===== config.mk =====
export PLATFORM = sky130hd
export DESIGN_NAME = sreg_in_flat
export DESIGN_NICKNAME = d
export VERILOG_FILES = /design/src/rtl/sreg_in_pkg.sv /design/src/rtl/sreg_in_if.sv /design/src/rtl/sreg_in_fifo.sv /design/src/rtl/sreg_in.sv /design/src/flat_wrapper.sv
export SDC_FILE = /design/constraint.sdc
export NUM_CORES = 1
export LEC_CHECK = 0
export BUFFER_PORTS_ARGS = -buffer_cell sky130_fd_sc_hd__clkbuf_2
export CORE_ASPECT_RATIO = 1.5
export CORE_MARGIN = 10
export CORE_UTILIZATION = 30
export DETAILED_ROUTE_END_ITERATION = 7
export SYNTH_ARGS = -nofsm -noshare
export SYNTH_HDL_FRONTEND = slang
export SYNTH_SLANG_ARGS = --single-unit

===== constraint.sdc =====
create_clock -name clock -period 8 [get_ports clock]
set_clock_uncertainty 0.05 [all_clocks]
set_input_delay 1.6 -clock clock [delete_from_list [all_inputs] [get_ports clock]]
set_output_delay 1.6 -clock clock [all_outputs]
set_load 0.02 [all_outputs]

===== src/rtl/sreg_in_pkg.sv =====
// Shared types and constants for the serial-to-parallel capture block.
package sreg_in_pkg;

  typedef enum logic {
    SREG_IN_IDLE  = 1'b0,
    SREG_IN_SHIFT = 1'b1
  } sreg_in_state_e;

  localparam int unsigned DEF_WIDTH      = 32;
  localparam int unsigned DEF_FIFO_DEPTH = 4;

  // Ceiling log2 for elaboration-time width sizing.
  function automatic int unsigned clog2(input int unsigned v);
    int unsigned r;
    r = 0;
    for (int unsigned i = 0; i < 32; i++) begin
      if ((64'd1 << i) < 64'(v)) r = i + 1;
    end
    return r;
  endfunction

endpackage


===== src/rtl/sreg_in_if.sv =====
// Serial link and CPU-side read port of the capture block.
interface sreg_in_if
  import sreg_in_pkg::*;
#(
  parameter int unsigned WIDTH = DEF_WIDTH
);

  logic             data;
  logic             start;
  logic             rd_en;
  logic             clr_ovf;
  logic [WIDTH-1:0] rd_data;
  logic             isr;
  logic             full;
  logic             busy;
  logic             overflow;

  modport master (
    output data, start, rd_en, clr_ovf,
    input  rd_data, isr, full, busy, overflow
  );

  modport slave (
    input  data, start, rd_en, clr_ovf,
    output rd_data, isr, full, busy, overflow
  );

endinterface


===== src/rtl/sreg_in_fifo.sv =====
// Show-ahead synchronous word FIFO; a pop frees a slot for a push in the same edge.
module sreg_in_fifo
  import sreg_in_pkg::*;
#(
  parameter int unsigned  WIDTH = DEF_WIDTH,
  parameter int unsigned  DEPTH = DEF_FIFO_DEPTH,
  localparam int unsigned PTR_W = clog2(DEPTH),
  localparam int unsigned CNT_W = PTR_W + 1
) (
  input  logic             clock,
  input  logic             reset,
  input  logic             push,
  input  logic             pop,
  input  logic [WIDTH-1:0] data_in,
  output logic [WIDTH-1:0] data_out,
  output logic [CNT_W-1:0] count,
  output logic             empty,
  output logic             full
);

  logic [WIDTH-1:0] mem [DEPTH];
  logic [PTR_W-1:0] wr_ptr;
  logic [PTR_W-1:0] rd_ptr;
  logic             do_push;
  logic             do_pop;

  assign empty    = (count == '0);
  assign full     = (count == CNT_W'(DEPTH));
  assign do_pop   = pop & ~empty;
  assign do_push  = push & (~full | do_pop);
  assign data_out = mem[rd_ptr];

  always_ff @(posedge clock or posedge reset) begin
    if (reset) begin
      wr_ptr <= '0;
      rd_ptr <= '0;
      count  <= '0;
      for (int i = 0; i < int'(DEPTH); i++) mem[i] <= '0;
    end else begin
      if (do_push) begin
        mem[wr_ptr] <= data_in;
        wr_ptr      <= wr_ptr + PTR_W'(1);
      end
      if (do_pop) rd_ptr <= rd_ptr + PTR_W'(1);
      case ({do_push, do_pop})
        2'b10:   count <= count + CNT_W'(1);
        2'b01:   count <= count - CNT_W'(1);
        default: count <= count;
      endcase
    end
  end

endmodule


===== src/rtl/sreg_in.sv =====
// Serial-to-parallel capture: MSB-first frames assembled into words and queued for the CPU.
module sreg_in
  import sreg_in_pkg::*;
#(
  parameter int unsigned WIDTH      = DEF_WIDTH,
  parameter int unsigned FIFO_DEPTH = DEF_FIFO_DEPTH
) (
  input  logic      clock,
  input  logic      reset,
  sreg_in_if.slave  bus
);

  localparam int unsigned CNT_W  = clog2(WIDTH) + 1;
  localparam int unsigned FCNT_W = clog2(FIFO_DEPTH) + 1;

  sreg_in_state_e    state;
  logic [CNT_W-1:0]  cnt;
  logic [WIDTH-1:0]  shreg;
  logic              ovf;

  logic [WIDTH-1:0]  word_c;
  logic              push_c;
  logic              drop_c;
  logic [WIDTH-1:0]  fifo_dout;
  logic [FCNT_W-1:0] fifo_count;
  logic              fifo_empty;
  logic              fifo_full;

  assign word_c = {shreg[WIDTH-2:0], bus.data};
  assign push_c = (state == SREG_IN_SHIFT) && (cnt == CNT_W'(WIDTH - 1));
  // A full FIFO still takes the word when the CPU pops in the same edge.
  assign drop_c = push_c & fifo_full & ~(bus.rd_en & ~fifo_empty);

  always_ff @(posedge clock or posedge reset) begin
    if (reset) begin
      state <= SREG_IN_IDLE;
      cnt   <= '0;
      shreg <= '0;
    end else begin
      case (state)
        SREG_IN_IDLE: begin
          if (bus.start) begin
            shreg <= word_c;
            cnt   <= CNT_W'(1);
            state <= SREG_IN_SHIFT;
          end
        end
        SREG_IN_SHIFT: begin
          shreg <= word_c;
          if (cnt == CNT_W'(WIDTH - 1)) begin
            cnt   <= '0;
            state <= SREG_IN_IDLE;
          end else begin
            cnt <= cnt + CNT_W'(1);
          end
        end
      endcase
    end
  end

  // Sticky drop flag; a new drop beats a simultaneous clear.
  always_ff @(posedge clock or posedge reset) begin
    if (reset)            ovf <= 1'b0;
    else if (drop_c)      ovf <= 1'b1;
    else if (bus.clr_ovf) ovf <= 1'b0;
  end

  sreg_in_fifo #(
    .WIDTH (WIDTH),
    .DEPTH (FIFO_DEPTH)
  ) u_fifo (
    .clock    (clock),
    .reset    (reset),
    .push     (push_c),
    .pop      (bus.rd_en),
    .data_in  (word_c),
    .data_out (fifo_dout),
    .count    (fifo_count),
    .empty    (fifo_empty),
    .full     (fifo_full)
  );

  assign bus.rd_data  = fifo_dout;
  assign bus.isr      = (fifo_count != '0);
  assign bus.full     = fifo_full;
  assign bus.busy     = (state == SREG_IN_SHIFT);
  assign bus.overflow = ovf;

endmodule


===== src/flat_wrapper.sv =====
// flat-port wrapper written by rule: the top's interface ports become plain ports
module sreg_in_flat import sreg_in_pkg::*;
#(
  parameter int unsigned WIDTH      = DEF_WIDTH,
  parameter int unsigned FIFO_DEPTH = DEF_FIFO_DEPTH
)
  (clock, reset, bus_data, bus_start, bus_rd_en, bus_clr_ovf, bus_rd_data, bus_isr, bus_full, bus_busy, bus_overflow);
  sreg_in_if #(.WIDTH(WIDTH)) bus_i ();
  input  logic clock;
  input  logic reset;
  input wire logic [$bits(bus_i.data)-1:0] bus_data;
  input wire logic [$bits(bus_i.start)-1:0] bus_start;
  input wire logic [$bits(bus_i.rd_en)-1:0] bus_rd_en;
  input wire logic [$bits(bus_i.clr_ovf)-1:0] bus_clr_ovf;
  output wire logic [$bits(bus_i.rd_data)-1:0] bus_rd_data;
  output wire logic [$bits(bus_i.isr)-1:0] bus_isr;
  output wire logic [$bits(bus_i.full)-1:0] bus_full;
  output wire logic [$bits(bus_i.busy)-1:0] bus_busy;
  output wire logic [$bits(bus_i.overflow)-1:0] bus_overflow;
  assign bus_i.data = bus_data;
  assign bus_i.start = bus_start;
  assign bus_i.rd_en = bus_rd_en;
  assign bus_i.clr_ovf = bus_clr_ovf;
  assign bus_rd_data = bus_i.rd_data;
  assign bus_isr = bus_i.isr;
  assign bus_full = bus_i.full;
  assign bus_busy = bus_i.busy;
  assign bus_overflow = bus_i.overflow;
  sreg_in #(.WIDTH(WIDTH), .FIFO_DEPTH(FIFO_DEPTH)) u_core (.clock(clock), .reset(reset), .bus(bus_i));
endmodule

==> metrics.txt <==
# TYPE chip_impl_metric gauge
chip_impl_info{name="status",value="finished, final reports clean"} 1
chip_impl_metric{name="first_pass_iters",unit=""} 5
chip_impl_metric{name="fin_setup_tns",unit="ns"} 0
chip_impl_metric{name="clock-sinks",unit=""} 174
chip_impl_metric{name="crit_required",unit="ns"} 6.35
chip_impl_info{name="yosysTopAreaCell",value="dfrtp_1"} 1
chip_impl_metric{name="power-per-cell-area",unit="nW/um^2"} 332
chip_impl_metric{name="core_box_area",unit="um^2"} 26700
chip_impl_metric{name="grt_first_pass_wirelength",unit="um"} 27300
chip_impl_metric{name="fillCellCount",unit=""} 2550
chip_impl_info{name="yosys-top-cells-area",value="dfrtp_1 53%, mux2_4 22%, mux4_2 8.8%, mux2_2 5.5%, buf_12 2.9%"} 1
chip_impl_info{name="timing.hold.worst.class",value="reg2reg"} 1
chip_impl_info{name="setup.worst_path.start_class",value="flop"} 1
chip_impl_info{name="cts.root.buffer_cell",value="clkbuf_16"} 1
chip_impl_metric{name="clock_latency_at_the_later_pin_of_the_worst_skew_pair",unit="ns"} 0.43
chip_impl_metric{name="clock_buffer_depth",unit=""} 2
chip_impl_metric{name="finalSetupViolCount",unit=""} 0
chip_impl_metric{name="boundaryPins",unit=""} 42
chip_impl_info{name="path_class",value="reg2out"} 1
chip_impl_metric{name="timing.hold.worst_path_depth",unit=""} 1
chip_impl_info{name="critical_path.reg2reg.startpoint",value="u_core.bus.busy"} 1
chip_impl_metric{name="synth_enable_flop_cells",unit=""} 0
chip_impl_metric{name="avgRoutedWirePerCell",unit="um"} 19.7
chip_impl_info{name="synth.most_common_cell",value="dfrtp_1"} 1
chip_impl_metric{name="switching_power",unit="mW"} 0.955
chip_impl_metric{name="antenna-diode-count",unit=""} 0
chip_impl_metric{name="async_flop_share",unit=""} 1.00
chip_impl_metric{name="critical_path_arrival",unit="ns"} 2.35
chip_impl_metric{name="ff2ff_setup_slack",unit="ns"} 4.76
chip_impl_metric{name="final-hold-violation-count",unit=""} 0
chip_impl_metric{name="die_area",unit="um^2"} 34300
chip_impl_metric{name="syn_nets",unit=""} 468
chip_impl_metric{name="power_report.internal_total",unit="mW"} 2.06
chip_impl_metric{name="grt_util_met2",unit=""} 0.166
chip_impl_metric{name="cell_count_of_the_worst_reg_to_reg_path",unit=""} 3
chip_impl_metric{name="detail_route.drc_violations",unit=""} 0
chip_impl_metric{name="share_comb_of_total_power",unit=""} 0.275
chip_impl_metric{name="dpl.hpwl",unit="um"} 10100
chip_impl_metric{name="worst_slew_margin_rel",unit=""} 0.239
chip_impl_metric{name="timing_max_transition_violations_final",unit=""} 0
chip_impl_metric{name="layout_min_cycle_time",unit="ns"} 4.00
chip_impl_info{name="synth_top_family_by_area",value="multiplexers"} 1
chip_impl_metric{name="switching_share",unit=""} 0.317
chip_impl_metric{name="vias",unit=""} 4031
chip_impl_metric{name="final_net_count",unit=""} 504
chip_impl_metric{name="cts_hold_buffers",unit=""} 0
chip_impl_metric{name="timing.final.ws_setup",unit="ns"} 4.00
chip_impl_metric{name="cts_inserted_buffers",unit=""} 17
chip_impl_metric{name="seqCellArea",unit="um^2"} 4360
chip_impl_metric{name="power_frac_clock",unit=""} 0.268
chip_impl_metric{name="syn_area_per_cell",unit="um^2"} 17.9
chip_impl_metric{name="drt_first_iter_violations",unit=""} 243
chip_impl_metric{name="share_of_the_synthesized_area_in_compound_gates_ao_oa_aoi_oai",unit=""} 0.00768
chip_impl_info{name="critical_path.reg2reg.endpoint",value="u_core.u_fifo.mem[99]"} 1
chip_impl_metric{name="leakage",unit="nW"} 4.50
chip_impl_info{name="synthTopCellsByCount",value="174 x dfrtp_1, 120 x mux2_4, 40 x mux2_2"} 1
chip_impl_metric{name="area.growth.synth_to_final",unit="%"} 11.3
chip_impl_metric{name="drive_gt1_frac",unit=""} 0.548
chip_impl_metric{name="synthAdderAreaFrac",unit=""} 0.0117
chip_impl_metric{name="globalRoute.totalOverflow",unit=""} 0
chip_impl_metric{name="dp_slack",unit="ns"} 4.24
chip_impl_metric{name="peakVddDrop",unit="mV"} 0.143
chip_impl_info{name="rsz0062_at_grt",value="false"} 1
chip_impl_metric{name="global_route.usage.total",unit=""} 0.0994
chip_impl_info{name="min_from",value="u_core.u_fifo.mem[39]"} 1
chip_impl_info{name="hold_path_sink",value="u_core.u_fifo.mem[39]"} 1
chip_impl_metric{name="average_vias_per_placed_instance",unit=""} 4.79
chip_impl_metric{name="grt_antenna_before_repair",unit=""} 0
chip_impl_metric{name="multi_input_comb_area",unit="um^2"} 3460
chip_impl_metric{name="synth_area",unit="um^2"} 8150
chip_impl_metric{name="floorplan.initialDensity",unit=""} 0.305
chip_impl_metric{name="total_power",unit="mW"} 3.01
chip_impl_metric{name="cts-resized-gates",unit=""} 0
chip_impl_metric{name="finalCritPeriodShare",unit=""} 0.500
chip_impl_metric{name="path_clk_slew",unit="ns"} 0.07
chip_impl_metric{name="postSynthRegisterBits",unit=""} 174
chip_impl_metric{name="synth_xor_xnor_area_share",unit=""} 0.00860
chip_impl_metric{name="synthesis.yosys.warnings",unit=""} 0
chip_impl_metric{name="fp-row-count",unit=""} 73
chip_impl_metric{name="htreeDepth",unit=""} 4
chip_impl_info{name="end_kind",value="output port"} 1
chip_impl_metric{name="max_freq",unit="MHz"} 250
chip_impl_info{name="synth_ff_type",value="dfrtp_1"} 1
chip_impl_metric{name="gpl.final_weighted_congestion",unit=""} 0.703
chip_impl_metric{name="die_width",unit="um"} 155
chip_impl_metric{name="critical_path.max_fanout",unit=""} 24
chip_impl_info{name="cts_tree",value="done"} 1
chip_impl_metric{name="sequentialPowerShare",unit=""} 0.457
chip_impl_metric{name="met1_usage",unit=""} 0.118
chip_impl_info{name="globalRoute.busiestLayer",value="met2"} 1
chip_impl_metric{name="first_global_vias",unit=""} 4678
chip_impl_metric{name="netlist-cell-type-count",unit=""} 36
chip_impl_metric{name="cts_setup_buffers",unit=""} 0
chip_impl_metric{name="drt_wl_total",unit="um"} 16600
chip_impl_metric{name="pin_count_of_the_biggest_net_entering_global_routing",unit=""} 101
chip_impl_metric{name="seq_area_frac_synth",unit=""} 0.534
chip_impl_metric{name="netlist_instances",unit=""} 455
chip_impl_metric{name="max_slew.worst_pin.slew",unit="ns"} 1.14
chip_impl_metric{name="yosys-mux-area-fraction",unit=""} 0.367
chip_impl_metric{name="drv_cap",unit=""} 0
chip_impl_metric{name="synthDominantCellAreaShare",unit=""} 0.534
chip_impl_metric{name="fp.dieH",unit="um"} 222
chip_impl_metric{name="grt_util_met3",unit=""} 0.0315
chip_impl_metric{name="synth-simple-area-share",unit=""} 0.0280
chip_impl_metric{name="port-buffer-count",unit=""} 41
chip_impl_metric{name="route.antenna.remaining_nets",unit=""} 0
-- final cells by class --
class / instances / area share
flip-flops and latches: 174 / 0.480
multi-input cells: 247 / 0.381
clock buffers: 23 / 0.0538
well taps: 337 / 0.0465
repair buffers: 44 / 0.0251
clock inverters: 9 / 0.00939
inverters: 7 / 0.00345
-- metal layers --
layer | up-vias | routed length [um]
met5 | - | 0
met4 | 0 | 247
met3 | 20 | 723
met2 | 60 | 8410
met1 | 2217 | 7170
li1 | 1734 | -
-- stage by stage --
| stage | hold slack (ns) | cell area, um^2 | instances | util |
|---|---|---|---|---|
| floorplan | 0.414 | 8150 | 455 | - |
| global placement | 0.433 | 8490 | 809 | 0.318 |
| detailed placement | 0.437 | 8490 | 809 | 0.318 |
| CTS | 0.457 | 9060 | 841 | 0.340 |
| global route | 0.467 | 9060 | 841 | 0.340 |
| finish | 0.456 | 9060 | 841 | 0.340 |
-- flip-flops by register name (all words and copies together), names as in the netlist --
signal and count:
u_core.bus.overflow 1, u_core.bus.busy 1, u_core.u_fifo.rd_ptr 2, u_core.shreg 31, u_core.cnt 6, u_core.u_fifo.count 3
u_core.u_fifo.wr_ptr 2, u_core.u_fifo.mem 128
-- critical path, cell delays in order, from the launching register on --
cell and delay, ns:
dfrtp_2 0.59, buf_4 0.54, mux4_2 0.60, clkbuf_2 0.18
-- cell families (layout without fill, tap and decap cells) --
group	Yosys count	count (layout)
AO/OA/AOI/OAI	9	9
XOR/XNOR	8	8
adder cells (fa/ha/maj)	7	7
buffers and inverters	34	83
flip-flops	174	174
multiplexers	194	194
AND/OR/NAND/NOR	29	29
-- worst max path at each step --
stage,from,to,depth (start not counted)
3_3_place_gp,bus_rd_en,u_core.u_fifo.count[2],9
6_report,u_core.u_fifo.rd_ptr[0],bus_rd_data[1],3
2_1_floorplan,reset,u_core.bus.busy,1
3_5_place_dp,bus_rd_en,u_core.u_fifo.count[2],9
4_1_cts,u_core.u_fifo.rd_ptr[0],bus_rd_data[1],3
5_1_grt,u_core.u_fifo.rd_ptr[0],bus_rd_data[29],3
-- layout by cell type (no fill, tap or decap), types with 2 or more instances in the layout --
cell type and instances:
clkbuf_2 41, clkbuf_8 4, xor2_1 4, nand2_1 6, mux2i_1 2, xnor2_1 4
mux2_2 40, clkbuf_1 2, buf_4 3, clkinv_4 4, a21oi_1 2, ha_1 6
nand2b_1 3, clkinv_2 4, dfrtp_1 173, nand3_1 5, mux4_2 32, mux2_4 120
clkbuf_16 17, o21ai_0 2, inv_1 6, nand4_4 4
-- power groups by stage --
stage	combinational, mW	clock, mW	sequential [mW]
2_1_floorplan	0.712	0	1.28
3_3_place_gp	0.825	0	1.36
3_5_place_dp	0.849	0	1.39
4_1_cts	0.853	0.824	1.38
5_1_grt	0.900	0.860	1.42
6_report	0.829	0.807	1.37
Note: power is estimated with default switching activity, not from simulation.
